### config.mk
export PLATFORM = sky130hd
export DESIGN_NAME = nanorv32_useq
export DESIGN_NICKNAME = d
export VERILOG_FILES = /design/src/rtl/nanorv32_useq_pkg.sv /design/src/rtl/nanorv32_useq_rom.sv /design/src/rtl/nanorv32_useq.sv
export SDC_FILE = /design/constraint.sdc
export NUM_CORES = 1
export LEC_CHECK = 0
export CAP_MARGIN = 15
export CORE_ASPECT_RATIO = 1.2
export CORE_MARGIN = 1.5
export CORE_UTILIZATION = 45
export DETAILED_ROUTE_END_ITERATION = 8
export PLACE_DENSITY_LB_ADDON = 0.08
export RECOVER_POWER = 50
export SYNTH_ARGS = -nofsm -noshare
export SYNTH_HDL_FRONTEND = slang
export SYNTH_HIERARCHICAL = 1
export SYNTH_SLANG_ARGS = --single-unit
### constraint.sdc
create_clock -name clk -period 4.9 [get_ports clk]
set_clock_uncertainty 0.1 [all_clocks]
set_input_delay 0.735 -clock clk [delete_from_list [all_inputs] [get_ports clk]]
set_output_delay 0.735 -clock clk [all_outputs]
set_load 0.01 [all_outputs]
### src/rtl/nanorv32_useq_pkg.sv
// Shared constants for the nanorv32 micro-sequencer: state encoding,
// default widths and the well-known entry indices.
package nanorv32_parameter;

  localparam int UROM_ADDR_W_DEF = 5;
  localparam int DATA_W_DEF      = 32;
  localparam int NUM_ENTRY_DEF   = 4;

  localparam int RESET     = 0;
  localparam int IRQ_ENTRY = 1;
  localparam int IRQ_EXIT  = 2;

  typedef enum logic {
    ST_IDLE = 1'b0,
    ST_RUN  = 1'b1
  } useq_state_e;

endpackage

### src/rtl/nanorv32_useq_rom.sv
// Combinational micro-ROM: each word is {LAST, payload}. The micro_rom markers
// delimit the ROM image; keep them intact.
module nanorv32_useq_rom
  import nanorv32_parameter::*;
#(
  parameter int UROM_ADDR_W = UROM_ADDR_W_DEF,
  parameter int DATA_W      = DATA_W_DEF
) (
  input  logic [UROM_ADDR_W-1:0] addr,
  output logic [DATA_W:0]        word
);

  logic        last;
  logic [31:0] payload;

  always_comb begin
    case (int'(addr))
      // micro_rom begin
      0:       {last, payload} = {1'b0, 32'h0000_0093};
      1:       {last, payload} = {1'b0, 32'h0000_0113};
      2:       {last, payload} = {1'b1, 32'h3000_1073};
      8:       {last, payload} = {1'b0, 32'h3410_2573};
      9:       {last, payload} = {1'b0, 32'h3420_2673};
      10:      {last, payload} = {1'b0, 32'h00a1_2023};
      11:      {last, payload} = {1'b1, 32'h00c1_2223};
      16:      {last, payload} = {1'b0, 32'h3415_1073};
      17:      {last, payload} = {1'b1, 32'h3020_0073};
      24:      {last, payload} = {1'b0, 32'h0010_0013};
      25:      {last, payload} = {1'b0, 32'h0020_0013};
      26:      {last, payload} = {1'b0, 32'h0030_0013};
      27:      {last, payload} = {1'b0, 32'h0040_0013};
      28:      {last, payload} = {1'b0, 32'h0050_0013};
      29:      {last, payload} = {1'b0, 32'h0060_0013};
      30:      {last, payload} = {1'b0, 32'h0070_0013};
      31:      {last, payload} = {1'b0, 32'h0080_0013};
      // micro_rom end
      // Unused slots hold a terminating NOP so a stray entry stops at once.
      default: {last, payload} = {1'b1, 32'h0000_0013};
    endcase
    word = {last, DATA_W'(payload)};
  end

endmodule

### src/rtl/nanorv32_useq.sv
// Micro-sequencer: on start, streams micro-ROM words from an entry point to the
// core over a valid/ready handshake until a LAST word, the ROM end, or abort.
module nanorv32_useq
  import nanorv32_parameter::*;
#(
  parameter int UROM_ADDR_W = UROM_ADDR_W_DEF,
  parameter int DATA_W      = DATA_W_DEF,
  parameter int NUM_ENTRY   = NUM_ENTRY_DEF,
  parameter logic [NUM_ENTRY*UROM_ADDR_W-1:0] ENTRY_BASE = {5'd24, 5'd16, 5'd8, 5'd0},
  localparam int ENTRY_W    = (NUM_ENTRY > 1) ? $clog2(NUM_ENTRY) : 1
) (
  input  logic                   clk,
  input  logic                   rst,
  input  logic                   start_valid,
  input  logic [ENTRY_W-1:0]     start_entry,
  output logic                   start_ready,
  input  logic                   abort,
  output logic                   instr_valid,
  output logic [DATA_W-1:0]      instr_data,
  input  logic                   instr_ready,
  output logic                   busy,
  output logic                   done,
  output logic                   err,
  output logic [UROM_ADDR_W:0]   issued_cnt
);

  useq_state_e            state_q, state_d;
  logic [UROM_ADDR_W-1:0] pc_q, pc_d;
  logic [UROM_ADDR_W:0]   cnt_q, cnt_d;
  logic                   done_q, done_d;
  logic                   err_q, err_d;

  logic [DATA_W:0]        rom_word;
  logic                   word_last;
  logic                   handshake;
  logic                   entry_ok;
  logic [UROM_ADDR_W-1:0] entry_pc;

  nanorv32_useq_rom #(
    .UROM_ADDR_W (UROM_ADDR_W),
    .DATA_W      (DATA_W)
  ) u_rom (
    .addr (pc_q),
    .word (rom_word)
  );

  assign word_last   = rom_word[DATA_W];
  assign instr_data  = rom_word[DATA_W-1:0];
  // Valid is a pure function of the state flop, never of instr_ready.
  assign instr_valid = (state_q == ST_RUN);
  assign busy        = (state_q == ST_RUN);
  assign start_ready = (state_q == ST_IDLE);
  assign done        = done_q;
  assign err         = err_q;
  assign issued_cnt  = cnt_q;
  assign handshake   = instr_valid & instr_ready;

  // Entry lookup by loop so an out-of-range index simply yields entry_ok=0.
  always_comb begin
    entry_ok = 1'b0;
    entry_pc = '0;
    for (int i = 0; i < NUM_ENTRY; i++) begin
      if (int'(start_entry) == i) begin
        entry_ok = 1'b1;
        entry_pc = ENTRY_BASE[i*UROM_ADDR_W +: UROM_ADDR_W];
      end
    end
  end

  always_comb begin
    // NOTE: every output of this block gets a default first, so no path can infer a latch.
    state_d = state_q;
    pc_d    = pc_q;
    cnt_d   = cnt_q;
    done_d  = 1'b0;
    err_d   = 1'b0;
    case (state_q)
      ST_IDLE: begin
        if (start_valid) begin
          if (entry_ok) begin
            state_d = ST_RUN;
            pc_d    = entry_pc;
            cnt_d   = '0;
          end else begin
            err_d = 1'b1;
          end
        end
      end
      ST_RUN: begin
        if (handshake) cnt_d = cnt_q + 1'b1;
        // Abort outranks a concurrent LAST handshake: the word counts, done does not.
        if (abort) begin
          state_d = ST_IDLE;
        end else if (handshake) begin
          if (word_last) begin
            state_d = ST_IDLE;
            done_d  = 1'b1;
          end else if (pc_q == '1) begin
            state_d = ST_IDLE;
            done_d  = 1'b1;
            err_d   = 1'b1;
          end else begin
            pc_d = pc_q + 1'b1;
          end
        end
      end
      default: state_d = ST_IDLE;
    endcase
  end

  always_ff @(posedge clk) begin
    // NOTE: sequential state uses non-blocking assignments so all flops update together.
    if (rst) begin
      state_q <= ST_IDLE;
      pc_q    <= '0;
      cnt_q   <= '0;
      done_q  <= 1'b0;
      err_q   <= 1'b0;
    end else begin
      state_q <= state_d;
      pc_q    <= pc_d;
      cnt_q   <= cnt_d;
      done_q  <= done_d;
      err_q   <= err_d;
    end
  end

endmodule

==> results.yml <==
clock_tree:
  setup_fix_bufs_post_cts: 0
  cts-root-to-sink-buffers: 2
  clockRootBuffer: "clkbuf_4"
  cts_num_sinks: 14
  tritoncts.num_buffers: 3
  post_cts.resized_instances: 0
  cts_hold_buffers: 0
  tritoncts: "yes"
  clk_transition_reported_paths_ps: 90
  clock_insertion_delay_worst_skew_ps: 280
  ctsHtreeMaxLevel: 1
hold_path:
  timing.hold.worst_path_depth: 2
  timing.hold.worst.start: "issued_cnt[5]$_SDFFE_PP0P_"
  hold_path.class: "reg2reg"
synthesis:
  synth-warning-count: 6
  ys_dominant_reg_cell: "dfxtp_1"
  synth-seq-area-share: 0.233
  leading_cell_types_by_count_after_synthesis: "buf_4 (18), dfxtp_1 (14), a21oi_1 (11), nor2_1 (11)"
  yosysTopAreaCellShare: 0.233
  post_synth_num_cell_types: 45
  synth_enable_flop_cells: 0
  postSynthCellCount: 151
  synth_most_common_cell: "buf_4"
  yosys_register_bits: 14
  syn-cell-area_mm2: 0.00120
  synth_area_per_cell_um2: 7.97
  synth_top_cells_by_area: "dfxtp_1 (23%), buf_4 (11%), ha_1 (8.3%), a21oi_1 (4.6%), nand2b_1 (3.6%)"
  async_flop_share: 0
  yosys.area.top_type: "dfxtp_1"
drt:
  drc_errors: 0
  finalWirelength_um: 2620
  drt-initial-drc-count: 27
  routed-via-count: 1084
  wire_per_inst_um: 12.5
  detailed_router_iteration_count_before_antenna_repair: 4
  drt.antenna.violating_nets: 0
  mean_number_of_vias_per_cell: 5.16
critical_path:
  critical_path_depth: 4
  critical-path-top-delay-family: "buffers and inverters"
  crit_arrival_ps: 2260
  start_kind: "flip-flop"
  worst_path_largest_cell_delay_ps: 620
  critical_path.reg2reg.startpoint: "pc_q[4]$_SDFFE_PP0P_"
  crit_path_max_fanout: 16
  crit_chain: "ha_1 -> nand2b_1 -> a311oi_1 -> clkdlybuf4s50_1"
  slowest_stage: "clkdlybuf4s50_1"
  required_ps: 4070
  critical_path_startpoint: "pc_q[1]$_SDFFE_PP0P_"
  worstSetupEndpointType: "primary output"
  worst-r2r-cell-count: 6
  critical_path.n_buffers_inverters: 1
  critPathKind: "reg2out"
sta:
  achievable-frequency_ghz: 0.323
  timing.final.max_slew_violations: 0
  timing.setup.tns_ps: 0
  final_period_minus_worst_setup_slack_ps: 3090
  final_critical_path_setup_slack_ps: 1810
  max_slew.worst_pin.slew_ps: 677
  timing_hold_violations_final: 0
  setup_viol: 0
  rsz0062_at_grt: "no"
  maxSlewHeadroom: 0.548
  min_period_over_period: 0.631
pwr:
  power.share.clock: 0.285
  power.ir.vdd_worst_mv: 0.155
  standby_leakage_power_nw: 0.587
  combPwrFrac: 0.287
  power.share.sequential: 0.428
  internal_power_uw: 208
  sw_frac_of_total: 0.301
  p_switching_uw: 89.7
  power_density_mw_per_mm2: 199
die:
  dieWidth_um: 50.2
  fp.dieH_um: 59.7
  core_area_mm2: 0.00253
  pin_count: 50
  fp.dieArea_mm2: 0.00300
  start_util: 0.476
  core.rowCount: 20
finish:
  drive_gt1_frac: 0.0734
  final_util: 0.592
  finish.cell_count_without_fillers: 210
  final.fill_count: 253
  nets: 193
  flow.area_growth_from_synthesis_pct: 24.2
  insertedDiodeCount: 0
grt:
  first_global_vias: 967
  grt_util_all_layers: 0.184
  grt_max_degree: 26
  gr-total-overflow: 0
  grt_first_pass_wirelength_um: 4260
  antenna_found_initial: 0
job:
  maxCapViolCount: 0
placement:
  placed_insts: 206
  io_buffer_count: 35
  dpl_worst_slack_ps: 2090
  routabilityCongestion: 0.800
  dp_hpwl_um: 1920
outcome:
  status: "finished clean"
==> worst register-to-register path, stage by stage (launching register included) <==
cell	delay, ps
dfxtp_1	760
o21ba_2	260
o221a_2	270
and4bb_1	370
nand2_1	130
or4_1	410
a21oi_1	120
==> placed cells by master (no fill, tap or decap), types with 2 or more instances in the layout <==
| cell type | instances |
|---|---|
| a211oi_1 | 3 |
| dfxtp_1 | 14 |
| clkbuf_4 | 3 |
| mux2i_1 | 2 |
| nand2_1 | 9 |
| mux2_2 | 3 |
| nor2b_1 | 2 |
| dlygate4sd3_1 | 12 |
| or3b_1 | 2 |
| nand3b_1 | 4 |
| nand2b_1 | 7 |
| nor3b_1 | 3 |
| o21bai_1 | 2 |
| ha_1 | 8 |
| inv_1 | 6 |
| nor2_1 | 11 |
| or4_1 | 2 |
| nand3_1 | 2 |
| conb_1 | 14 |
| nor4_1 | 2 |
| nand4_1 | 2 |
| o22ai_1 | 2 |
| o21ai_0 | 4 |
| a31oi_1 | 3 |
| nor3_1 | 4 |
| a21oi_1 | 11 |
| clkdlybuf4s50_1 | 23 |
==> power by group through the flow <==
stage | Clock [mW] | Sequential, mW | Combinational, mW
final | 0.0848 | 0.128 | 0.0854
after CTS | 0.0870 | 0.128 | 0.0872
after floorplan | 0 | 0.123 | 0.0640
after detailed placement | 0 | 0.130 | 0.0869
after global routing | 0.0915 | 0.129 | 0.0935
after global placement | 0 | 0.130 | 0.0856
==> flip-flops by register name, indices dropped and copies added, names as in the netlist <==
name / flops
pc_q: 5
err: 1
done: 1
issued_cnt: 6
busy: 1
==> cell type report <==
cell class | instances | area (µm²) | share of cell area
multi-input combinational | 118 | 764 | 0.511
timing repair buffer | 35 | 350 | 0.234
sequential | 14 | 280 | 0.187
tap | 33 | 41.3 | 0.0276
clock buffer | 4 | 36.3 | 0.0243
inverter | 6 | 22.5 | 0.0151
==> per-stage QoR <==
| step | instance area [µm²] | hold slack, ps | power (mW) |
|---|---|---|---|
| floorplan | 1250 | 395 | 0.187 |
| CTS | 1500 | 465 | 0.302 |
| finish | 1500 | 454 | 0.298 |
| global route | 1500 | 504 | 0.314 |
| detailed placement | 1470 | 450 | 0.217 |
| global placement | 1470 | 441 | 0.215 |
==> kinds of logic after synthesis <==
group,synth area share
other,0.00624
flip-flops,0.233
buffers and inverters,0.164
adder cells (fa/ha/maj),0.0832
AND/OR/NAND/NOR,0.282
AO/OA/AOI/OAI,0.180
XOR/XNOR,0.00728
multiplexers,0.0447
==> final timing paths <==
check,end,slack [ps]
min,issued_cnt[5]$_SDFFE_PP0P_,450
max,instr_data[6],1810
max reg2reg,pc_q[2]$_SDFFE_PP0P_,2410
min reg2reg,issued_cnt[5]$_SDFFE_PP0P_,450
==> layer usage <==
metal  vias up  global-route usage  routed length, µm
met1       483               0.228               1150
li1        556                   -                  -
met5         -                   0                  0
met4         0               0.119                 74
met2        37               0.301               1290
met3         8              0.0250                103
No activity file was read; power rests on OpenSTA's default activity.
